==> src/rtl/sap1_datapath.sv <==
// SAP-1 datapath: shared OR-bus, PC, MAR, 16x8 RAM, IR, A/B, add/sub ALU, flags, output register.
// The controller drives the control word each cycle; opcode and flags are returned to it.
`timescale 1ns/1ps
module sap1_datapath #(
    parameter int DATA_WIDTH = 8,
    parameter int ADDR_WIDTH = 4
) (
    input  logic                             clk,
    input  logic                             rst,
    input  logic                             halt,
    input  logic                             reg_a_in,
    input  logic                             reg_a_out,
    input  logic                             reg_b_in,
    input  logic                             reg_b_out,
    input  logic                             alu_out,
    input  logic                             alu_sub,
    input  logic                             instr_in,
    input  logic                             instr_out,
    input  logic                             mar_in,
    input  logic                             ram_in,
    input  logic                             ram_out,
    input  logic                             reg_out,
    input  logic                             pc_inc,
    input  logic                             pc_out,
    input  logic                             pc_jmp,
    input  logic [3:0]                       reg_flags_in,
    input  logic                             prog_we,
    input  logic [ADDR_WIDTH-1:0]            prog_addr,
    input  logic [DATA_WIDTH-1:0]            prog_data,
    output logic [DATA_WIDTH-ADDR_WIDTH-1:0] opcode,
    output logic [3:0]                       flags,
    output logic [DATA_WIDTH-1:0]            out_value,
    output logic                             out_valid,
    output logic [DATA_WIDTH-1:0]            bus,
    output logic [ADDR_WIDTH-1:0]            pc,
    output logic                             bus_conflict
);

    localparam int DEPTH = 2 ** ADDR_WIDTH;
    localparam int EXT_W = DATA_WIDTH - ADDR_WIDTH;

    logic [ADDR_WIDTH-1:0] pc_q, pc_d, mar_q, mar_d;
    logic [DATA_WIDTH-1:0] ir_q, ir_d, a_q, a_d, b_q, b_d;
    logic [DATA_WIDTH-1:0] out_value_q, out_value_d;
    logic                  out_valid_q, out_valid_d;
    logic [3:0]            flags_q, flags_d;

    logic [DATA_WIDTH-1:0] ram_mem [DEPTH];
    logic                  ram_we;
    logic [ADDR_WIDTH-1:0] ram_waddr;
    logic [DATA_WIDTH-1:0] ram_wdata;

    logic [DATA_WIDTH-1:0] b_op;
    logic [DATA_WIDTH:0]   alu_res;
    logic [3:0]            alu_flags;
    logic [2:0]            n_drv;

    // ALU always evaluates on current A/B so flags can load without driving the bus
    always_comb begin
        b_op      = alu_sub ? ~b_q : b_q;
        alu_res   = {1'b0, a_q} + {1'b0, b_op} + {{DATA_WIDTH{1'b0}}, alu_sub};
        alu_flags = {(a_q[DATA_WIDTH-1] == b_op[DATA_WIDTH-1]) &&
                         (alu_res[DATA_WIDTH-1] != a_q[DATA_WIDTH-1]),
                     alu_res[DATA_WIDTH-1],
                     alu_res[DATA_WIDTH-1:0] == '0,
                     alu_res[DATA_WIDTH]};
    end

    always_comb begin
        bus = '0;
        if (pc_out)    bus = bus | {{EXT_W{1'b0}}, pc_q};
        if (ram_out)   bus = bus | ram_mem[mar_q];
        if (reg_a_out) bus = bus | a_q;
        if (reg_b_out) bus = bus | b_q;
        if (alu_out)   bus = bus | alu_res[DATA_WIDTH-1:0];
        if (instr_out) bus = bus | {{EXT_W{1'b0}}, ir_q[ADDR_WIDTH-1:0]};
        n_drv = 3'(pc_out) + 3'(ram_out) + 3'(reg_a_out) + 3'(reg_b_out)
              + 3'(alu_out) + 3'(instr_out);
        bus_conflict = n_drv > 3'd1;
    end

    always_comb begin
        pc_d        = pc_q;
        mar_d       = mar_q;
        ir_d        = ir_q;
        a_d         = a_q;
        b_d         = b_q;
        flags_d     = flags_q;
        out_value_d = out_value_q;
        out_valid_d = 1'b0;
        if (!halt) begin
            if (pc_jmp)      pc_d = bus[ADDR_WIDTH-1:0];
            else if (pc_inc) pc_d = pc_q + ADDR_WIDTH'(1);
            if (mar_in)      mar_d = bus[ADDR_WIDTH-1:0];
            if (instr_in)    ir_d = bus;
            // a register driving the bus while loading keeps its old value
            if (reg_a_in && !reg_a_out) a_d = bus;
            if (reg_b_in && !reg_b_out) b_d = bus;
            for (int i = 0; i < 4; i++)
                if (reg_flags_in[i]) flags_d[i] = alu_flags[i];
            if (reg_out) begin
                out_value_d = bus;
                out_valid_d = 1'b1;
            end
        end
    end

    always_comb begin
        ram_we    = 1'b0;
        ram_waddr = mar_q;
        ram_wdata = bus;
        if (prog_we) begin
            ram_we    = 1'b1;
            ram_waddr = prog_addr;
            ram_wdata = prog_data;
        end else if (ram_in && !halt) begin
            ram_we = 1'b1;
        end
    end

    always_ff @(posedge clk) begin
        if (ram_we) ram_mem[ram_waddr] <= ram_wdata;
    end

    always_ff @(posedge clk or negedge rst) begin
        if (!rst) begin
            pc_q        <= '0;
            mar_q       <= '0;
            ir_q        <= '0;
            a_q         <= '0;
            b_q         <= '0;
            flags_q     <= '0;
            out_value_q <= '0;
            out_valid_q <= 1'b0;
        end else begin
            pc_q        <= pc_d;
            mar_q       <= mar_d;
            ir_q        <= ir_d;
            a_q         <= a_d;
            b_q         <= b_d;
            flags_q     <= flags_d;
            out_value_q <= out_value_d;
            out_valid_q <= out_valid_d;
        end
    end

    assign opcode    = ir_q[DATA_WIDTH-1:ADDR_WIDTH];
    assign flags     = flags_q;
    assign out_value = out_value_q;
    assign out_valid = out_valid_q;
    assign pc        = pc_q;

endmodule

==> config.mk <==
export PLATFORM = sky130hd
export DESIGN_NAME = sap1_datapath
export DESIGN_NICKNAME = d
export VERILOG_FILES = /design/src/rtl/sap1_datapath.sv
export SDC_FILE = /design/constraint.sdc
export NUM_CORES = 1
export LEC_CHECK = 0
export ABC_AREA = 0
export CAP_MARGIN = 10
export CORE_AREA = 2 2 165 167
export CTS_CLUSTER_DIAMETER = 50
export DETAILED_ROUTE_END_ITERATION = 6
export DIE_AREA = 0 0 167 169
export GPL_TIMING_DRIVEN = 1
export HOLD_SLACK_MARGIN = 0.08
export SYNTH_ARGS = -nofsm -noshare
export SYNTH_HDL_FRONTEND = slang
export SYNTH_SLANG_ARGS = --single-unit
==> constraint.sdc <==
create_clock -name clk -period 5.03 [get_ports clk]
set_input_delay 1.006 -clock clk [delete_from_list [all_inputs] [get_ports clk]]
set_output_delay 1.006 -clock clk [all_outputs]
set_load 0.03 [all_outputs]
==> impl_results.md <==
* Outcome: complete, no violations
* Max Clock Freq at 206 MHz
* Comb pwr share at 0.332
* Cell accounting for the most synthesized area: edfxtp_1
* Post-synth EDFFs at 128
* Final Slew Violations at 0
* Post-Route Setup TNS at 0 ns
* Skew-Pair Late Insertion Delay at 0.43 ns
* CTS buffer count at 17
* Cts hold-fix bufs at 0
* WL/cell at 19.5 µm
* Fin Hold WS at 0.483 ns
* Post-route ant nets at 0
* CP Data Arrival Time at 3.84 ns
* Cells after Synth at 579
* Die W at 167 µm
* Drt drc at 0
* DP Wirelength at 14.4 mm
* Post-layout min period at 4.84 ns
* Clock skew at 0.0119 ns
* Pwr dens at 473 nW/µm²
* Number of port buffers at 64
* Power, Total at 4.62 mW
* Clock Tree Buf Depth at 2
* Worst path cell trace: clkdlybuf4s50_1 > buf_4 > xor2_1 > ha_1 > a21oi_1 > o22ai_1 > or3_1 > a311oi_2 > buf_4 > inv_1 > dlygate4sd2_1
* Clock power frac at 0.275
* Starting DRT DRC Count at 442
* Initial antenna violation count at 0
* Row Count at 60
* Post-synth ARST share at 0.260
* Nets at 731
* Final GP Congestion at 0.829
* Setup Viol. Count Final at 0
* Post-layout util at 0.369
* Average size of a mapped cell at 13.6 µm²
* Sequential share of power at 0.392
* Largest net degree at the start of global routing at 46
* Routed WL at 20.3 mm
* Via count at 5186
* Top cell type's share of synthesized area at 0.488
* Most frequent cells in the layout: edfxtp_1 (128), nor2_1 (62), clkdlybuf4s50_1 (58)
* First-pass GRT wire length at 31.2 mm
* Crit end category: primary output
* CP dominant cell by count: buf_4
* Antenna cells at 0
* Top post-synthesis cells by area: edfxtp_1 (49%), dfrtp_1 (14%), mux4_2 (5.2%)
* TritonCTS sink count at 173
* Worst Hold Class: flop to flop
* Initial DRT Pass Iterations at 6
* Unrepaired setup endpoints after global routing: false
* Die ar. at 28200 µm²
* Sequential area share after synthesis at 0.631
* Req. time, crit path at 4.02 ns
* Commonest non-fill, non-tap cell in the layout: edfxtp_1
* Synthesized cell area at 7870 µm²
* Biggest cell delay along the critical path at 0.51 ns
* Synth-to-layout area growth at 24.1%
* Dominant synthesized flop cell: edfxtp_1
* Final Hold Fails at 0
* Maxcap violations at 0
* Syn Nets at 626
* Slew headroom at 0.245
* Yosys Warn Count at 0
* Vias in the first global route at 5128
* Least-Margin Pin Slew at 1.13 ns
* CTS tree: built
* Core area at 26500 µm²
* Final Cell Area at 9770 µm²
* GRT Total Usage at 0.148
* Height of the die at 169 µm
* VDD IR max at 281 µV
* CP startpoint kind: input pin
* Placed cell areas at 9180 µm²
* CP max FO at 5
* Synthesized flop and latch total at 173
* Initial core utilization at 0.297
* CP max-delay cell: clkdlybuf4s50_1
* CTS root buf: clkbuf_16
* Final Worst Setup Slack at 0.187 ns
* H-Tree Depth at 4
* Period utilization at 0.963
* Pint at 3.03 mW
* Reg clk slew, reported paths at 0.07 ns
* Placed Cells at 1005
* Layout cells sized above 1 at 0.181
* Critical path class: input pin to primary output
* Total gr overflow at 0
* Dpl ws at -0.0977 ns
* Final Non-Filler Cells at 1038
* Setup Buffers After CTS at 0
* Synth cell types at 60
* Psw at 1.59 mW
* Leakage power at 3.52 nW
* Drt via density at 5.00
* Num ports at 65
* Switch share at 0.344
[kinds of logic after synthesis]
kind of cell,Yosys count,synth area share
AO/OA/AOI/OAI,129,0.109
XOR/XNOR,13,0.0145
adder cells (fa/ha/maj),12,0.0229
buffers and inverters,54,0.0310
flip-flops,173,0.631
multiplexers,50,0.110
AND/OR/NAND/NOR,148,0.0817
[synth_stat cells (2+ instances only)]
| cell type | count |
|---|---|
| a211oi_1 | 5 |
| a21o_1 | 3 |
| a21oi_1 | 35 |
| a22oi_1 | 11 |
| a31o_2 | 2 |
| a31oi_1 | 13 |
| and2_1 | 2 |
| and3_1 | 3 |
| buf_2 | 5 |
| buf_4 | 7 |
| clkbuf_1 | 18 |
| clkinv_1 | 2 |
| dfrtp_1 | 45 |
| edfxtp_1 | 128 |
| fa_1 | 4 |
| ha_1 | 8 |
| inv_1 | 20 |
| mux2_2 | 6 |
| mux2i_1 | 18 |
| mux4_1 | 8 |
| mux4_2 | 18 |
| nand2_1 | 49 |
| nand2b_1 | 4 |
| nand3_1 | 8 |
| nand4_1 | 2 |
| nor2_1 | 62 |
| nor2b_1 | 6 |
| nor3_1 | 2 |
| nor3b_1 | 5 |
| o211ai_1 | 2 |
| o21ai_0 | 30 |
| o22a_1 | 4 |
| o22ai_1 | 3 |
| o31ai_1 | 3 |
| or2_2 | 2 |
| xnor2_1 | 2 |
| xor2_1 | 11 |
[power groups by stage]
stage	Combinational, mW	Clock [mW]	Sequential (mW)
floorplan	0.892	0	1.88
global placement	1.53	0	1.84
detailed placement	1.54	0	1.85
CTS	1.54	1.30	1.82
global route	1.67	1.35	1.83
finish	1.54	1.27	1.81
[layout make-up]
| cell class | count | area, µm² |
|---|---|---|
| Fill cell | 2490 | 16700 |
| Sequential cell | 173 | 4970 |
| Multi-Input combinational cell | 352 | 2670 |
| Timing Repair Buffer | 118 | 1040 |
| Tap cell | 341 | 427 |
| Clock buffer | 17 | 425 |
| Clock inverter | 15 | 153 |
| Inverter | 22 | 82.6 |
[worst max-delay path: cells and delay by family]
kind,cells,cell delay [ns]
AND/OR/NAND/NOR,1,0.37
XOR/XNOR,1,0.16
AO/OA/AOI/OAI,3,0.66
adder cells (fa/ha/maj),1,0.35
buffers and inverters,5,1.28
[per-layer routing]
layer / GRT usage / part of all wire / vias up
li1: - / - / 2405
met1: 0.198 / 0.45 / 2602
met2: 0.242 / 0.48 / 153
met3: 0.0306 / 0.053 / 26
met4: 0.0521 / 0.019 / 0
met5: 0 / 0 / -
[what timing repair did]
item                       CTS  global route
resized for setup            2             2
setup endpoints to repair    2             2
pin swaps                    0             0
[worst paths after layout]
| kind | start | to | slack, ns | depth (start not counted) |
|---|---|---|---|---|
| max | alu_sub | bus[5] | 0.19 | 11 |
| min in group asynchronous | rst | pc[0]$_DFFE_PN0P_ | 0.67 | 2 |
| max in group asynchronous | rst | mar_q[0]$_DFFE_PN0P_ | 3.92 | 2 |
| min | out_value[7]$_DFFE_PN0P_ | out_value[7]$_DFFE_PN0P_ | 0.48 | 2 |
| min reg2reg | out_value[7]$_DFFE_PN0P_ | out_value[7]$_DFFE_PN0P_ | 0.48 | 2 |
| max reg2reg | b_q[1]$_DFFE_PN0P_ | ram_mem[10][6]$_DFFE_PP_ | 1.89 | 9 |
[state kept, by name, indices dropped and copies added (netlist names)]
name	flops
a_q	8
out_valid	1
out_value	8
mar_q	4
ir_q	8
ram_mem	128
flags	4
b_q	8
pc	4
Power figures use the tool's default switching activity.
